$ cat config.mk
export PLATFORM = sky130hd
export DESIGN_NAME = reg_wr_arb
export DESIGN_NICKNAME = d
export VERILOG_FILES = /design/src/rtl/reg_wr_arb.sv
export SDC_FILE = /design/constraint.sdc
export NUM_CORES = 1
export LEC_CHECK = 0
export BUFFER_PORTS_ARGS = -buffer_cell sky130_fd_sc_hd__buf_2
export CAP_MARGIN = 20
export CORE_MARGIN = 3
export CORE_UTILIZATION = 40
export DETAILED_ROUTE_END_ITERATION = 8
export PLACE_DENSITY_LB_ADDON = 0.15
export RECOVER_POWER = 50
export SLEW_MARGIN = 20
export SYNTH_ARGS = -nofsm -noshare
export SYNTH_HDL_FRONTEND = slang
export SYNTH_SLANG_ARGS = --single-unit
$ cat constraint.sdc
create_clock -name clk -period 7.7 [get_ports clk]
set_input_delay 2.31 -clock clk [delete_from_list [all_inputs] [get_ports clk]]
set_output_delay 2.31 -clock clk [all_outputs]
set_load 0.05 [all_outputs]
$ cat src/rtl/reg_wr_arb.sv
// Write-port arbiter for the 8x16 register file: two per-source FIFOs drained
// one write per cycle under round-robin, plus a pending-write scoreboard.

module reg_wr_arb_fifo #(
    parameter int DEPTH = 2
) (
    input  logic        clk,
    input  logic        reset,
    input  logic        push,
    input  logic        pop,
    input  logic [2:0]  push_adr,
    input  logic [15:0] push_data,
    output logic        ready,
    output logic        head_valid,
    output logic [2:0]  head_adr,
    output logic [15:0] head_data,
    output logic [7:0]  pending
);
    localparam int CW = $clog2(DEPTH + 1);

    logic [CW-1:0] r_cnt;
    logic [2:0]    r_adr  [DEPTH];
    logic [15:0]   r_data [DEPTH];
    logic [CW-1:0] w_wr_idx;
    logic [7:0]    w_pending;

    function automatic logic [7:0] onehot8(input logic [2:0] adr);
        onehot8 = 8'h01 << adr;
    endfunction

    // A pushed entry lands behind whatever survives this edge's pop.
    assign w_wr_idx   = r_cnt - {{(CW-1){1'b0}}, pop};
    assign ready      = (r_cnt != CW'(DEPTH));
    assign head_valid = (r_cnt != {CW{1'b0}});
    assign head_adr   = r_adr[0];
    assign head_data  = r_data[0];
    assign pending    = w_pending;

    // Entry storage: shift toward the head on pop, load at the tail on push.
    always_ff @(posedge clk) begin
        if (reset) begin
            for (int i = 0; i < DEPTH; i++) begin
                r_adr[i]  <= 3'd0;
                r_data[i] <= 16'd0;
            end
        end else begin
            for (int i = 0; i < DEPTH; i++) begin
                if (push && (w_wr_idx == CW'(i))) begin
                    r_adr[i]  <= push_adr;
                    r_data[i] <= push_data;
                end else if (pop && (i < DEPTH - 1)) begin
                    r_adr[i]  <= r_adr[i+1];
                    r_data[i] <= r_data[i+1];
                end else begin
                    r_adr[i]  <= r_adr[i];
                    r_data[i] <= r_data[i];
                end
            end
        end
    end

    // Occupancy count.
    always_ff @(posedge clk) begin
        if (reset) begin
            r_cnt <= {CW{1'b0}};
        end else begin
            case ({push, pop})
                2'b10:   r_cnt <= r_cnt + CW'(1);
                2'b01:   r_cnt <= r_cnt - CW'(1);
                default: r_cnt <= r_cnt;
            endcase
        end
    end

    // Scoreboard contribution: one-hot of every occupied slot.
    always_comb begin
        w_pending = 8'h00;
        for (int i = 0; i < DEPTH; i++) begin
            if (CW'(i) < r_cnt) begin
                w_pending = w_pending | onehot8(r_adr[i]);
            end else begin
                w_pending = w_pending;
            end
        end
    end
endmodule

module reg_wr_arb #(
    parameter int DEPTH = 2
) (
    input  logic        clk,
    input  logic        reset,
    input  logic        a_valid,
    input  logic [2:0]  a_adr,
    input  logic [15:0] a_data,
    output logic        a_ready,
    input  logic        b_valid,
    input  logic [2:0]  b_adr,
    input  logic [15:0] b_data,
    output logic        b_ready,
    output logic        we,
    output logic [2:0]  W_adr,
    output logic [15:0] W,
    input  logic [2:0]  R_adr,
    input  logic [2:0]  S_adr,
    output logic [7:0]  pending,
    output logic        r_hazard,
    output logic        s_hazard,
    output logic        grant_b
);
    typedef enum logic {SRC_A = 1'b0, SRC_B = 1'b1} src_e;

    src_e        r_last_grant;
    logic        w_ha;
    logic        w_hb;
    logic        w_grant_b;
    logic        w_push_a;
    logic        w_push_b;
    logic        w_pop_a;
    logic        w_pop_b;
    logic [2:0]  w_a_head_adr;
    logic [2:0]  w_b_head_adr;
    logic [15:0] w_a_head_data;
    logic [15:0] w_b_head_data;
    logic [7:0]  w_a_pending;
    logic [7:0]  w_b_pending;

    assign w_push_a = a_valid & a_ready;
    assign w_push_b = b_valid & b_ready;
    assign w_pop_a  = w_ha & ~w_grant_b;
    assign w_pop_b  = w_grant_b;

    reg_wr_arb_fifo #(.DEPTH(DEPTH)) u_fifo_a (
        .clk        (clk),
        .reset      (reset),
        .push       (w_push_a),
        .pop        (w_pop_a),
        .push_adr   (a_adr),
        .push_data  (a_data),
        .ready      (a_ready),
        .head_valid (w_ha),
        .head_adr   (w_a_head_adr),
        .head_data  (w_a_head_data),
        .pending    (w_a_pending)
    );

    reg_wr_arb_fifo #(.DEPTH(DEPTH)) u_fifo_b (
        .clk        (clk),
        .reset      (reset),
        .push       (w_push_b),
        .pop        (w_pop_b),
        .push_adr   (b_adr),
        .push_data  (b_data),
        .ready      (b_ready),
        .head_valid (w_hb),
        .head_adr   (w_b_head_adr),
        .head_data  (w_b_head_data),
        .pending    (w_b_pending)
    );

    // Round-robin: a contested cycle goes to the source that did not win last.
    always_comb begin
        w_grant_b = 1'b0;
        if (w_ha && w_hb) begin
            w_grant_b = (r_last_grant == SRC_A);
        end else if (w_hb) begin
            w_grant_b = 1'b1;
        end else begin
            w_grant_b = 1'b0;
        end
    end

    // Write-port mux; idle port drives zeros.
    always_comb begin
        we    = w_ha | w_hb;
        W_adr = 3'd0;
        W     = 16'd0;
        if (w_grant_b) begin
            W_adr = w_b_head_adr;
            W     = w_b_head_data;
        end else if (w_ha) begin
            W_adr = w_a_head_adr;
            W     = w_a_head_data;
        end else begin
            W_adr = 3'd0;
            W     = 16'd0;
        end
    end

    // Last-grant tracker; reset to B so A wins the first contest.
    always_ff @(posedge clk) begin
        if (reset) begin
            r_last_grant <= SRC_B;
        end else if (we) begin
            r_last_grant <= w_grant_b ? SRC_B : SRC_A;
        end else begin
            r_last_grant <= r_last_grant;
        end
    end

    assign grant_b  = w_grant_b;
    assign pending  = w_a_pending | w_b_pending;
    assign r_hazard = pending[R_adr];
    assign s_hazard = pending[S_adr];
endmodule

==> reports/qor.json, run 1 <==
{
  "status": "finished, violations left",
  "failed_checks": "capacitance limit, slew limit",
  "drt-wirelength-per-cell_um": 16.0,
  "fin_tns_setup_ps": 0,
  "clkSinkCount": 81,
  "power.switching_fraction_pct": 47.3,
  "asyncSetResetFlopFracSynth_pct": 0,
  "worstPathArrival_ps": 3930,
  "critPathMaxFanout": 27,
  "slew_headroom_pct": -50.9,
  "grt.met1_usage_pct": 19.2,
  "hold_buffers": 0,
  "report.final.setup_viol": 0,
  "number_of_antenna_violations_at_the_first_check_in_global_routing": 0,
  "max-clock-path-buffers": 2,
  "drive_above_1_share_pct": 31.6,
  "maxSlewViolCount": 74,
  "dr.first_iter.drc_count": 239,
  "grt_start_max_net_pins": 46,
  "synth_edf_count": 76,
  "total_power_mw": 2.17,
  "finalNetCount": 494,
  "min-delay-path-class": "reg2reg",
  "yosysWarnings": 0,
  "power-per-cell-area_mw_per_mm2": 434,
  "area_growth_pct": 15.8,
  "mappedNetlistNets": 415,
  "syn-mean-instance-area_um2": 12.1,
  "post-synth-top-area-fraction_pct": 52.8,
  "post_cts_resize_count": 0,
  "drt_drc_violations_left": 0,
  "synth_ff_type": "edfxtp_1",
  "placedCellCount": 560,
  "yosys.cell_count.top_type": "edfxtp_1",
  "global_route_wire_length_before_repair_um": 14100,
  "grt_setup_unrepaired": "no",
  "core_area_mm2": 0.0104,
  "cts_tree": "done",
  "static-leakage-power_nw": 2.09,
  "critical_path_class": "reg2out",
  "post-dp-hpwl_um": 6660,
  "cts_max_level": 3,
  "p_clk_share_pct": 13.8,
  "setup.worst_path.end_class": "output port",
  "synth_top_cells_by_area": "edfxtp_1 (53%), mux2_2 (7.6%), nor2b_1 (6.2%), nand2_1 (4.1%), mux2_4 (3.5%)",
  "design.die.area_mm2": 0.0121,
  "synth_sequential_area_ratio_pct": 55.1,
  "avgViaCountPerCell": 5.19,
  "finalWorstPathRequiredPeriod_ps": 6240,
  "cts_inserted_buffers": 9,
  "ant_nets": 0,
  "num_io_pins": 81,
  "top_usage_layer": "met2",
  "place_congestion": 0.826,
  "comb_power_share_pct": 49.9,
  "floorplan.die.width_um": 110,
  "drt_pre_antenna_iters": 5,
  "post-route-cell-area_mm2": 0.00500,
  "intPower_mw": 1.15,
  "grtUsageTotal_pct": 15.5,
  "global_route.usage.met3_pct": 3.70,
  "grt_overflow": 0,
  "layout.core_utilization_pct": 48.0,
  "die_height_um": 110,
  "worst_skew_pair.late_latency_ps": 350,
  "synth_area_leader_cell": "edfxtp_1",
  "finalNonFillerCells": 576,
  "ys_ff_latch": 81,
  "worst_pin_slew_ps": 2260,
  "cts.repair_timing.setup_buffer_count": 0,
  "clock-root-buffer": "clkbuf_8",
  "rrSetupSlack_ps": 2500,
  "fp-row-count": 37,
  "placed_cell_area_mm2": 0.00484,
  "start_kind": "flop",
  "synth_area_mm2": 0.00432,
  "synth_top_cells_by_count": "edfxtp_1 (76), nand2_1 (47), nor2b_1 (43), mux2_2 (29), o211ai_1 (18)",
  "timing_hold_violations_final": 0,
  "port-buffer-count": 80,
  "post_synth_inst_count": 356,
  "skew_ps": 15.7,
  "first_global_vias": 2941,
  "globalRouteMet2Util_pct": 26.0,
  "initial_core_util_pct": 41.5,
  "power.net_switching_mw": 1.03,
  "cp_data_required_time_ps": 5390,
  "antennaDiodeCount": 0,
  "clk_pin_slew_worst_paths_ps": 80,
  "via_count_of_the_routed_design": 2991,
  "fillers": 977,
  "fmaxAchievable_mhz": 160,
  "postRouteWirelength_um": 9240,
  "drv_cap": 2,
  "timing.final.crit_share_pct": 81.0,
  "sequentialPowerShare_pct": 36.3,
  "yosys.cell_types.count": 47,
  "worst_ir_drop_vdd_mv": 0.232
}
## layout by cell type (no fill, tap or decap), types with 5 or more instances in the layout
| master | n |
|---|---|
| a32oi_1 | 6 |
| buf_2 | 80 |
| clkbuf_1 | 6 |
| clkbuf_8 | 9 |
| dfxtp_1 | 5 |
| edfxtp_1 | 76 |
| ha_1 | 11 |
| inv_1 | 15 |
| mux2_2 | 29 |
| mux2_4 | 10 |
| nand2_1 | 47 |
| nand3_1 | 10 |
| nor2_1 | 14 |
| nor2b_1 | 43 |
| o211ai_1 | 18 |
| xor2_1 | 6 |
## registers in the layout (all words and copies together) (netlist names)
signal	count
r_last_grant	1
u_fifo_a.r_adr	6
u_fifo_a.r_cnt	2
u_fifo_a.r_data	32
u_fifo_b.r_adr	6
u_fifo_b.r_cnt	2
u_fifo_b.r_data	32
## worst paths after layout
kind	startpoint	depth (start not counted)	endpoint
min reg2reg	u_fifo_a.r_data[1][9]	1	u_fifo_a.r_data[0][9]
min	u_fifo_a.r_data[1][9]	1	u_fifo_a.r_data[0][9]
max	u_fifo_a.r_cnt[1]	6	W_adr[1]
max reg2reg	u_fifo_a.r_cnt[1]	9	u_fifo_a.r_data[0][1]
## layer usage
layer / part of all wire, % / vias up / wire, um
met2: 49 / 88 / 4560
met4: 1.5 / 0 / 134
met1: 44 / 1416 / 4040
li1: - / 1473 / -
met3: 5.4 / 14 / 503
met5: 0 / - / 0
## critical path: stages, from the launching register on
cell,delay (ps)
dfxtp_1,370
inv_1,140
ha_1,460
inv_4,170
a21oi_1,1740
mux2_2,420
buf_2,270
## cells by family (layout without fill, tap and decap cells)
kind of cell | after synthesis | after routing | synth area share (%)
DFF | 81 | 81 | 55.1
muxes | 40 | 40 | 11.3
adders and majority gates | 11 | 11 | 3.18
and+or+nand+nor | 138 | 138 | 16.8
xor gates and xnor gates | 6 | 6 | 1.22
buffers and inverters | 32 | 116 | 3.56
AOI/OAI and AO/OA | 48 | 48 | 8.86
## cell type report
cell class	count	area [um^2]	share of cell area, %
tap	136	170	3.40
inverter	16	62.6	1.25
clock buffer	11	131	2.63
timing repair buffer	84	415	8.30
multi-input combinational	243	1780	35.7
clock inverter	5	57.6	1.15
sequential	81	2380	47.6
## per-stage QoR
stage               hold WS, ps  worst slack (ps)
finish                      550              1460
global route                564              1210
CTS                         552              1960
detailed placement          534              1970
global placement            526              2060
floorplan                   504              1860
## power groups by stage
stage	registers, mW	logic, mW	clock network [mW]
after detailed placement	0.799	1.10	0
after global routing	0.809	1.17	0.327
final	0.790	1.08	0.299
after CTS	0.788	1.10	0.309
after floorplan	0.757	0.879	0
after global placement	0.792	1.09	0
Power figures use the tool's default switching activity.
==> run 2, diff against run 1 <==
ABC_AREA = 1   (was unset)
clock period = 6.4 ns   (was 7.7 ns; I/O delays follow)
==> reports/qor.json, run 2 <==
{
  "floorplan.die.width": {"value": 111, "unit": "um", "change": "+0.89%"},
  "power.net_switching": {"value": 1.31, "unit": "mW", "change": "+27%"},
  "synth_top_cells_by_count": "nand2_1 (94), edfxtp_1 (76), nor2_1 (73), inv_1 (72), o31ai_1 (38)",
  "drt_drc_violations_left": {"value": 0, "change": "unchanged"},
  "yosys.cell_count.top_type": "nand2_1",
  "synth_area": {"value": 0.00440, "unit": "mm^2", "change": "+1.9%"},
  "synth_area_leader_cell": "edfxtp_1",
  "setup.worst_path.end_class": "flop",
  "fin_hold_ws": {"value": 515, "unit": "ps", "change": "-35.5 ps"},
  "grt_start_max_net_pins": {"value": 79, "change": "+72%"},
  "critPathMaxFanout": {"value": 78, "change": "+190%"},
  "sequentialPowerShare": {"value": 34.9, "unit": "%", "change": "-1.4 points"},
  "drive_above_1_share": {"value": 19.2, "unit": "%", "change": "-12 points"},
  "timing_hold_violations_final": {"value": 0, "change": "unchanged"},
  "number_of_antenna_violations_at_the_first_check_in_global_routing": {"value": 0, "change": "unchanged"},
  "num_io_pins": {"value": 81, "change": "unchanged"},
  "port-buffer-count": {"value": 80, "change": "unchanged"},
  "critical_path_class": "in2reg",
  "hold_buffers": {"value": 0, "change": "unchanged"},
  "synth_edf_count": {"value": 76, "change": "unchanged"},
  "start_kind": "primary input",
  "timing.final.crit_share_pct": 73.6,
  "intPower": {"value": 1.36, "unit": "mW", "change": "+19%"},
  "maxSlewViolCount": {"value": 79, "change": "+6.8%"},
  "place_congestion": {"value": 0.845, "change": "+2.4%"},
  "hold_start": "r_last_grant",
  "worstPathArrival": {"value": 4660, "unit": "ps", "change": "+730 ps"},
  "finalNetCount": {"value": 606, "change": "+23%"},
  "first_global_vias": {"value": 3254, "change": "+11%"},
  "worst_skew_pair.late_latency": {"value": 350, "unit": "ps", "change": "about the same"},
  "mappedNetlistNets": {"value": 535, "change": "+29%"},
  "drt_pre_antenna_iters": {"value": 5, "change": "unchanged"},
  "area_growth_pct": 14.7,
  "finalNonFillerCells": {"value": 688, "change": "+19%"},
  "worst_pin_slew": {"value": 3170, "unit": "ps", "change": "+904 ps"},
  "yosysWarnings": {"value": 0, "change": "unchanged"},
  "p_clk_share": {"value": 13.9, "unit": "%", "change": "about the same"},
  "via_count_of_the_routed_design": {"value": 3362, "change": "+12%"},
  "min_to": "r_last_grant",
  "power.switching_fraction": {"value": 48.9, "unit": "%", "change": "+1.7 points"},
  "clock-root-buffer": "clkbuf_8",
  "r2r_cells": {"value": 12, "change": "+3"},
  "min-delay-path-class": "reg2reg",
  "post-dp-hpwl": {"value": 7130, "unit": "um", "change": "+7.1%"},
  "comb_power_share": {"value": 51.2, "unit": "%", "change": "+1.3 points"},
  "synth_top_cells_by_area": "edfxtp_1 (52%), nand2_1 (8.0%), o31ai_1 (6.5%), nor2_1 (6.2%), inv_1 (6.1%)",
  "cts_max_level": {"value": 3, "change": "unchanged"},
  "post_synth_inst_count": {"value": 476, "change": "+34%"},
  "drt-wirelength-per-cell": {"value": 14.2, "unit": "um", "change": "-12%"},
  "layout.core_utilization": {"value": 48.1, "unit": "%", "change": "about the same"},
  "yosys.cell_types.count": {"value": 28, "change": "-40%"},
  "clkSinkCount": {"value": 81, "change": "unchanged"},
  "max-clock-path-buffers": {"value": 2, "change": "unchanged"},
  "report.final.setup_viol": {"value": 0, "change": "unchanged"},
  "ys_ff_latch": {"value": 81, "change": "unchanged"},
  "status": "finished, violations left",
  "global_route_wire_length_before_repair": {"value": 16000, "unit": "um", "change": "+14%"},
  "die_height": {"value": 111, "unit": "um", "change": "+0.89%"},
  "fmaxAchievable_mhz": 212,
  "cp_data_required_time": {"value": 6350, "unit": "ps", "change": "+960 ps"},
  "synth_sequential_area_ratio": {"value": 54.1, "unit": "%", "change": "-1.0 points"},
  "design.die.area": {"value": 0.0123, "unit": "mm^2", "change": "+1.8%"},
  "critical_path.reg2reg.startpoint": "u_fifo_a.r_cnt[0]",
  "antennaDiodeCount": {"value": 0, "change": "unchanged"},
  "synth_ff_type": "edfxtp_1",
  "fp-row-count": {"value": 37, "change": "unchanged"},
  "slew_headroom": {"value": -111, "unit": "%", "change": "-60 points"},
  "avgViaCountPerCell": {"value": 4.89, "change": "-5.9%"},
  "asyncSetResetFlopFracSynth": {"value": 0, "unit": "%", "change": "unchanged"},
  "clk_pin_slew_worst_paths": {"value": 80, "unit": "ps", "change": "about the same"},
  "drv_cap": {"value": 1, "change": "-1"},
  "reg.largest.list": "u_fifo_a.r_data: 32 flops, u_fifo_b.r_data: 32 flops",
  "grt_overflow": {"value": 0, "change": "unchanged"},
  "fin_tns_setup": {"value": 0, "unit": "ps", "change": "unchanged"},
  "failed_checks": "capacitance limit, slew limit",
  "worst_ir_drop_vdd": {"value": 0.253, "unit": "mV", "change": "+9.0%"},
  "syn-mean-instance-area": {"value": 9.25, "unit": "um^2", "change": "-24%"},
  "postRouteWirelength": {"value": 9760, "unit": "um", "change": "+5.7%"},
  "placedCellCount": {"value": 672, "change": "+20%"},
  "finalWorstPathRequiredPeriod_ps": 4710,
  "cts_tree": "done",
  "grtUsageTotal": {"value": 16.2, "unit": "%", "change": "+0.71 points"},
  "static-leakage-power": {"value": 2.36, "unit": "nW", "change": "+13%"},
  "post-route-cell-area": {"value": 0.00505, "unit": "mm^2", "change": "+0.93%"},
  "cts_inserted_buffers": {"value": 9, "change": "unchanged"},
  "critPathMaxStageDelay": {"value": 2230, "unit": "ps", "change": "+490 ps"},
  "mostFrequentLayoutCell": "nand2_1",
  "ant_nets": {"value": 0, "change": "unchanged"},
  "grt_setup_unrepaired": "no",
  "dr.first_iter.drc_count": {"value": 298, "change": "+25%"},
  "rrSetupSlack": {"value": 2990, "unit": "ps", "change": "+490 ps"},
  "path_cells": "buf_2, clkbuf_1, o31ai_1",
  "power-per-cell-area": {"value": 529, "unit": "mW/mm^2", "change": "+22%"},
  "post-synth-top-area-fraction": {"value": 51.8, "unit": "%", "change": "-0.98 points"},
  "cts.repair_timing.setup_buffer_count": {"value": 0, "change": "unchanged"},
  "placed_cell_area": {"value": 0.00486, "unit": "mm^2", "change": "+0.44%"},
  "crit_slowest_cell": "clkbuf_1",
  "crit-reg2reg-capture": "u_fifo_a.r_data[0][6]",
  "post_cts_resize_count": {"value": 0, "change": "unchanged"},
  "initial_core_util": {"value": 41.9, "unit": "%", "change": "+0.41 points"},
  "core_area": {"value": 0.0105, "unit": "mm^2", "change": "+0.89%"},
  "layout.cells.most_common_list": "nand2_1 (94), buf_2 (79), edfxtp_1 (76), inv_1 (73), nor2_1 (73)",
  "skew": {"value": 11.0, "unit": "ps", "change": "-4.68 ps"},
  "hold-path-cell-count": {"value": 2, "change": "+1"}
}
-- run 2: cell count changes in the layout (fill, tap and decap cells not counted), moves of 18 or more --
cell,change
nand2_1,+47
nand3_1,+19
mux2_2,-29
o211ai_1,-18
inv_1,+58
nor2b_1,-43
o31ai_1,+36
nor2_1,+59
-- run 2: metal layers --
metal,vias to the layer above,share of wire [%],track usage [%]
li1,1741,-,-
met1,1511,48,22.3
met2,95,46,25.8
met3,15,4.5,2.78
met4,0,1.6,5.58
met5,-,0,0
-- run 2: worst max path at each step --
stage | start | endpoint | slack, ps | depth (start not counted)
floorplan | R_adr[0] | r_hazard | 1940 | 6
global placement | S_adr[0] | s_hazard | 1820 | 8
detailed placement | S_adr[0] | s_hazard | 1760 | 8
CTS | S_adr[0] | s_hazard | 1760 | 8
global route | reset | u_fifo_b.r_data[0][7] | 1310 | 3
finish | reset | u_fifo_b.r_data[0][7] | 1690 | 3
-- run 2: area by class of cell --
cell class                 instances  area, um^2
fill                            1066        5460
sequential                        81        2380
multi-input combinational        296        1600
timing repair buffer              82         410
inverter                          77         294
tap                              136         170
clock buffer                      10         128
clock inverter                     6        65.1
-- run 2: logic make-up (layout without fill, tap and decap cells) --
kind of cell	Yosys count	count (layout)	share of synthesized area [%]
adders and majority gates	11	11	3.13
xor gates and xnor gates	4	4	0.796
AOI/OAI and AO/OA	74	74	12.2
buffers and inverters	99	175	9.86
DFF	81	81	54.1
and+or+nand+nor	206	206	19.7
muxes	1	1	0.227
-- run 2: critical path: cells and delay by family --
family	cells	cell delay, ps
compound gates	1	420
buf+inv	2	2310
-- run 2: power by group through the flow --
stage / clock, mW / sequential, mW / combinational [mW]
after floorplan: 0 / 0.907 / 1.11
after global placement: 0 / 0.941 / 1.37
after detailed placement: 0 / 0.948 / 1.38
after CTS: 0.379 / 0.935 / 1.38
after global routing: 0.403 / 0.955 / 1.49
final: 0.371 / 0.932 / 1.37
-- run 2: stage by stage --
stage / power, mW / setup slack (ps)
finish: 2.67 / 1690
global route: 2.85 / 1310
CTS: 2.69 / 1760
detailed placement: 2.33 / 1760
global placement: 2.31 / 1820
floorplan: 2.02 / 1940
==> run 3, diff against run 2 <==
clock period = 4.1 ns   (was 6.4 ns; I/O delays follow)
==> reports/qor.json, run 3 (synthesis gave the netlist of run 2 again) <==
{
  "status": "finished, violations left",
  "failed_checks": "capacitance limit, slew limit",
  "setup.worst_path.end_class": "output port",
  "via_count_of_the_routed_design": {"value": 3457, "change": "+2.8%"},
  "clkSinkCount": {"value": 81, "change": "unchanged"},
  "place_congestion": {"value": 0.823, "change": "-2.6%"},
  "timing_hold_violations_final": {"value": 0, "change": "unchanged"},
  "global_route_wire_length_before_repair": {"value": 16500, "unit": "um", "change": "+3.2%"},
  "maxSlewViolCount": {"value": 78, "change": "-1.3%"},
  "cts_inserted_buffers": {"value": 9, "change": "unchanged"},
  "worst_skew_pair.late_latency": {"value": 360, "unit": "ps", "change": "about the same"},
  "max-clock-path-buffers": {"value": 2, "change": "unchanged"},
  "die_height": {"value": 111, "unit": "um", "change": "unchanged"},
  "drv_cap": {"value": 1, "change": "unchanged"},
  "layout.cells.most_common_list": "nand2_1 (95), buf_2 (77), edfxtp_1 (76), nor2_1 (74), inv_1 (73)",
  "antennaDiodeCount": {"value": 0, "change": "unchanged"},
  "finalWorstPathRequiredPeriod_ps": 3660,
  "cts.repair_timing.setup_buffer_count": {"value": 0, "change": "unchanged"},
  "cp_data_required_time": {"value": 2870, "unit": "ps", "change": "-3480 ps"},
  "cts_tree": "done",
  "worst_pin_slew": {"value": 1510, "unit": "ps", "change": "-1660 ps"},
  "grt_setup_unrepaired": "no",
  "reg.largest.list": "u_fifo_a.r_data: 32 flops, u_fifo_b.r_data: 32 flops",
  "postRouteWirelength": {"value": 10000, "unit": "um", "change": "+2.8%"},
  "floorplan.die.width": {"value": 111, "unit": "um", "change": "unchanged"},
  "skew": {"value": 6.52, "unit": "ps", "change": "-4.51 ps"},
  "drt_pre_antenna_iters": {"value": 5, "change": "unchanged"},
  "fmaxAchievable_mhz": 273,
  "critical_path_class": "reg2out",
  "drt-wirelength-per-cell": {"value": 14.5, "unit": "um", "change": "+2.4%"},
  "post_cts_resize_count": {"value": 0, "change": "unchanged"},
  "worst_ir_drop_vdd": {"value": 0.444, "unit": "mV", "change": "+76%"},
  "first_global_vias": {"value": 3399, "change": "+4.5%"},
  "p_clk_share": {"value": 13.9, "unit": "%", "change": "about the same"},
  "finalNetCount": {"value": 609, "change": "+0.50%"},
  "clock-root-buffer": "clkbuf_8",
  "fin_tns_setup": {"value": 0, "unit": "ps", "change": "unchanged"},
  "ant_nets": {"value": 0, "change": "unchanged"},
  "clk_pin_slew_worst_paths": {"value": 80, "unit": "ps", "change": "about the same"},
  "mostFrequentLayoutCell": "nand2_1",
  "setup_ws": {"value": 441, "unit": "ps", "change": "-1250 ps"},
  "grt_start_max_net_pins": {"value": 79, "change": "unchanged"},
  "cts_max_level": {"value": 3, "change": "unchanged"},
  "drt_drc_violations_left": {"value": 0, "change": "unchanged"},
  "num_io_pins": {"value": 81, "change": "unchanged"},
  "comb_power_share": {"value": 51.1, "unit": "%", "change": "about the same"},
  "core_area": {"value": 0.0105, "unit": "mm^2", "change": "unchanged"},
  "power-per-cell-area": {"value": 826, "unit": "mW/mm^2", "change": "+56%"},
  "number_of_antenna_violations_at_the_first_check_in_global_routing": {"value": 0, "change": "unchanged"},
  "fillers": {"value": 998, "change": "-6.4%"},
  "power.switching_fraction": {"value": 48.7, "unit": "%", "change": "-0.27 points"},
  "design.die.area": {"value": 0.0123, "unit": "mm^2", "change": "unchanged"},
  "initial_core_util": {"value": 41.9, "unit": "%", "change": "unchanged"},
  "grt_overflow": {"value": 0, "change": "unchanged"},
  "drive_above_1_share": {"value": 18.7, "unit": "%", "change": "-0.46 points"},
  "slew_headroom": {"value": -0.527, "unit": "%", "change": "+110 points"},
  "report.final.setup_viol": {"value": 0, "change": "unchanged"},
  "port-buffer-count": {"value": 80, "change": "unchanged"},
  "grtUsageTotal": {"value": 16.9, "unit": "%", "change": "+0.74 points"},
  "hold_buffers": {"value": 0, "change": "unchanged"},
  "sequentialPowerShare": {"value": 35.0, "unit": "%", "change": "about the same"},
  "avgViaCountPerCell": {"value": 5.00, "change": "+2.4%"},
  "intPower": {"value": 2.14, "unit": "mW", "change": "+57%"},
  "fp-row-count": {"value": 37, "change": "unchanged"},
  "critPathMaxFanout": {"value": 22, "change": "-72%"},
  "post-dp-hpwl": {"value": 7280, "unit": "um", "change": "+2.1%"},
  "dr.first_iter.drc_count": {"value": 264, "change": "-11%"},
  "min-delay-path-class": "reg2reg",
  "power.net_switching": {"value": 2.03, "unit": "mW", "change": "+55%"},
  "start_kind": "flop",
  "rrSetupSlack": {"value": 790, "unit": "ps", "change": "-2200 ps"},
  "static-leakage-power": {"value": 2.37, "unit": "nW", "change": "+0.64%"},
  "worstPathArrival": {"value": 2430, "unit": "ps", "change": "-2230 ps"},
  "area_growth": {"value": 14.6, "unit": "%", "change": "about the same"},
  "timing.final.crit_share_pct": 89.2,
  "place_worst_setup_slack": {"value": 849, "unit": "ps", "change": "-909 ps"}
}
[run 3: changes by cell type in the layout (fill, tap and decap cells not counted), moves of 2 or more]
cell / before / now
buf_2: 79 / 77
inv_6: 2 / 0
buf_4: 1 / 4
clkbuf_1: 3 / 5
[run 3: power groups by stage]
| stage | Clock [mW] | Sequential [mW] | Combinational [mW] |
|---|---|---|---|
| floorplan | 0 | 1.42 | 1.73 |
| global placement | 0 | 1.48 | 2.15 |
| detailed placement | 0 | 1.48 | 2.18 |
| CTS | 0.597 | 1.46 | 2.18 |
| global route | 0.627 | 1.50 | 2.33 |
| finish | 0.578 | 1.46 | 2.13 |
[run 3: area by class of cell]
type / count / area, um^2 / share of cell area (%)
Tap cell: 136 / 170 / 3.37
Sequential cell: 81 / 2380 / 47.2
Clock buffer: 12 / 145 / 2.88
Clock inverter: 4 / 45.0 / 0.893
Timing Repair Buffer: 85 / 432 / 8.56
Inverter: 77 / 294 / 5.83
Multi-Input combinational cell: 296 / 1580 / 31.2
[run 3: final timing paths]
kind / to / cells after the start / from
worst max-delay path: W[0] / 9 / u_fifo_a.r_cnt[1]
worst max register to register: u_fifo_a.r_data[0][6] / 13 / u_fifo_a.r_cnt[1]
worst min-delay path: r_last_grant / 2 / r_last_grant
worst min register to register: r_last_grant / 2 / r_last_grant
[run 3: critical path, cell delays in order, from the launching register on]
cell and delay (ps):
dfxtp_1 350, inv_1 130, ha_1 390, inv_1 140
nand2_1 120, inv_4 60, nor2_8 300, nor2_8 130
a22o_1 230, buf_2 220
[run 3: layer usage]
layer / wire length, um / up-vias / GRT usage (%)
li1: - / 1748 / -
met1: 4630 / 1586 / 21.7
met4: 261 / 0 / 7.31
met5: 0 / - / 0
met2: 4630 / 104 / 27.4
met3: 523 / 19 / 4.04
[run 3: per-stage QoR]
step	hold slack (ps)	area, um^2	instances	power, mW	utilization, %
final	504	5040	691	4.17	48.0
after global routing	535	5040	691	4.45	48.0
after CTS	519	5070	691	4.24	48.3
after detailed placement	506	4880	675	3.66	46.5
after global placement	507	4880	675	3.63	46.5
after floorplan	486	4400	476	3.15	-
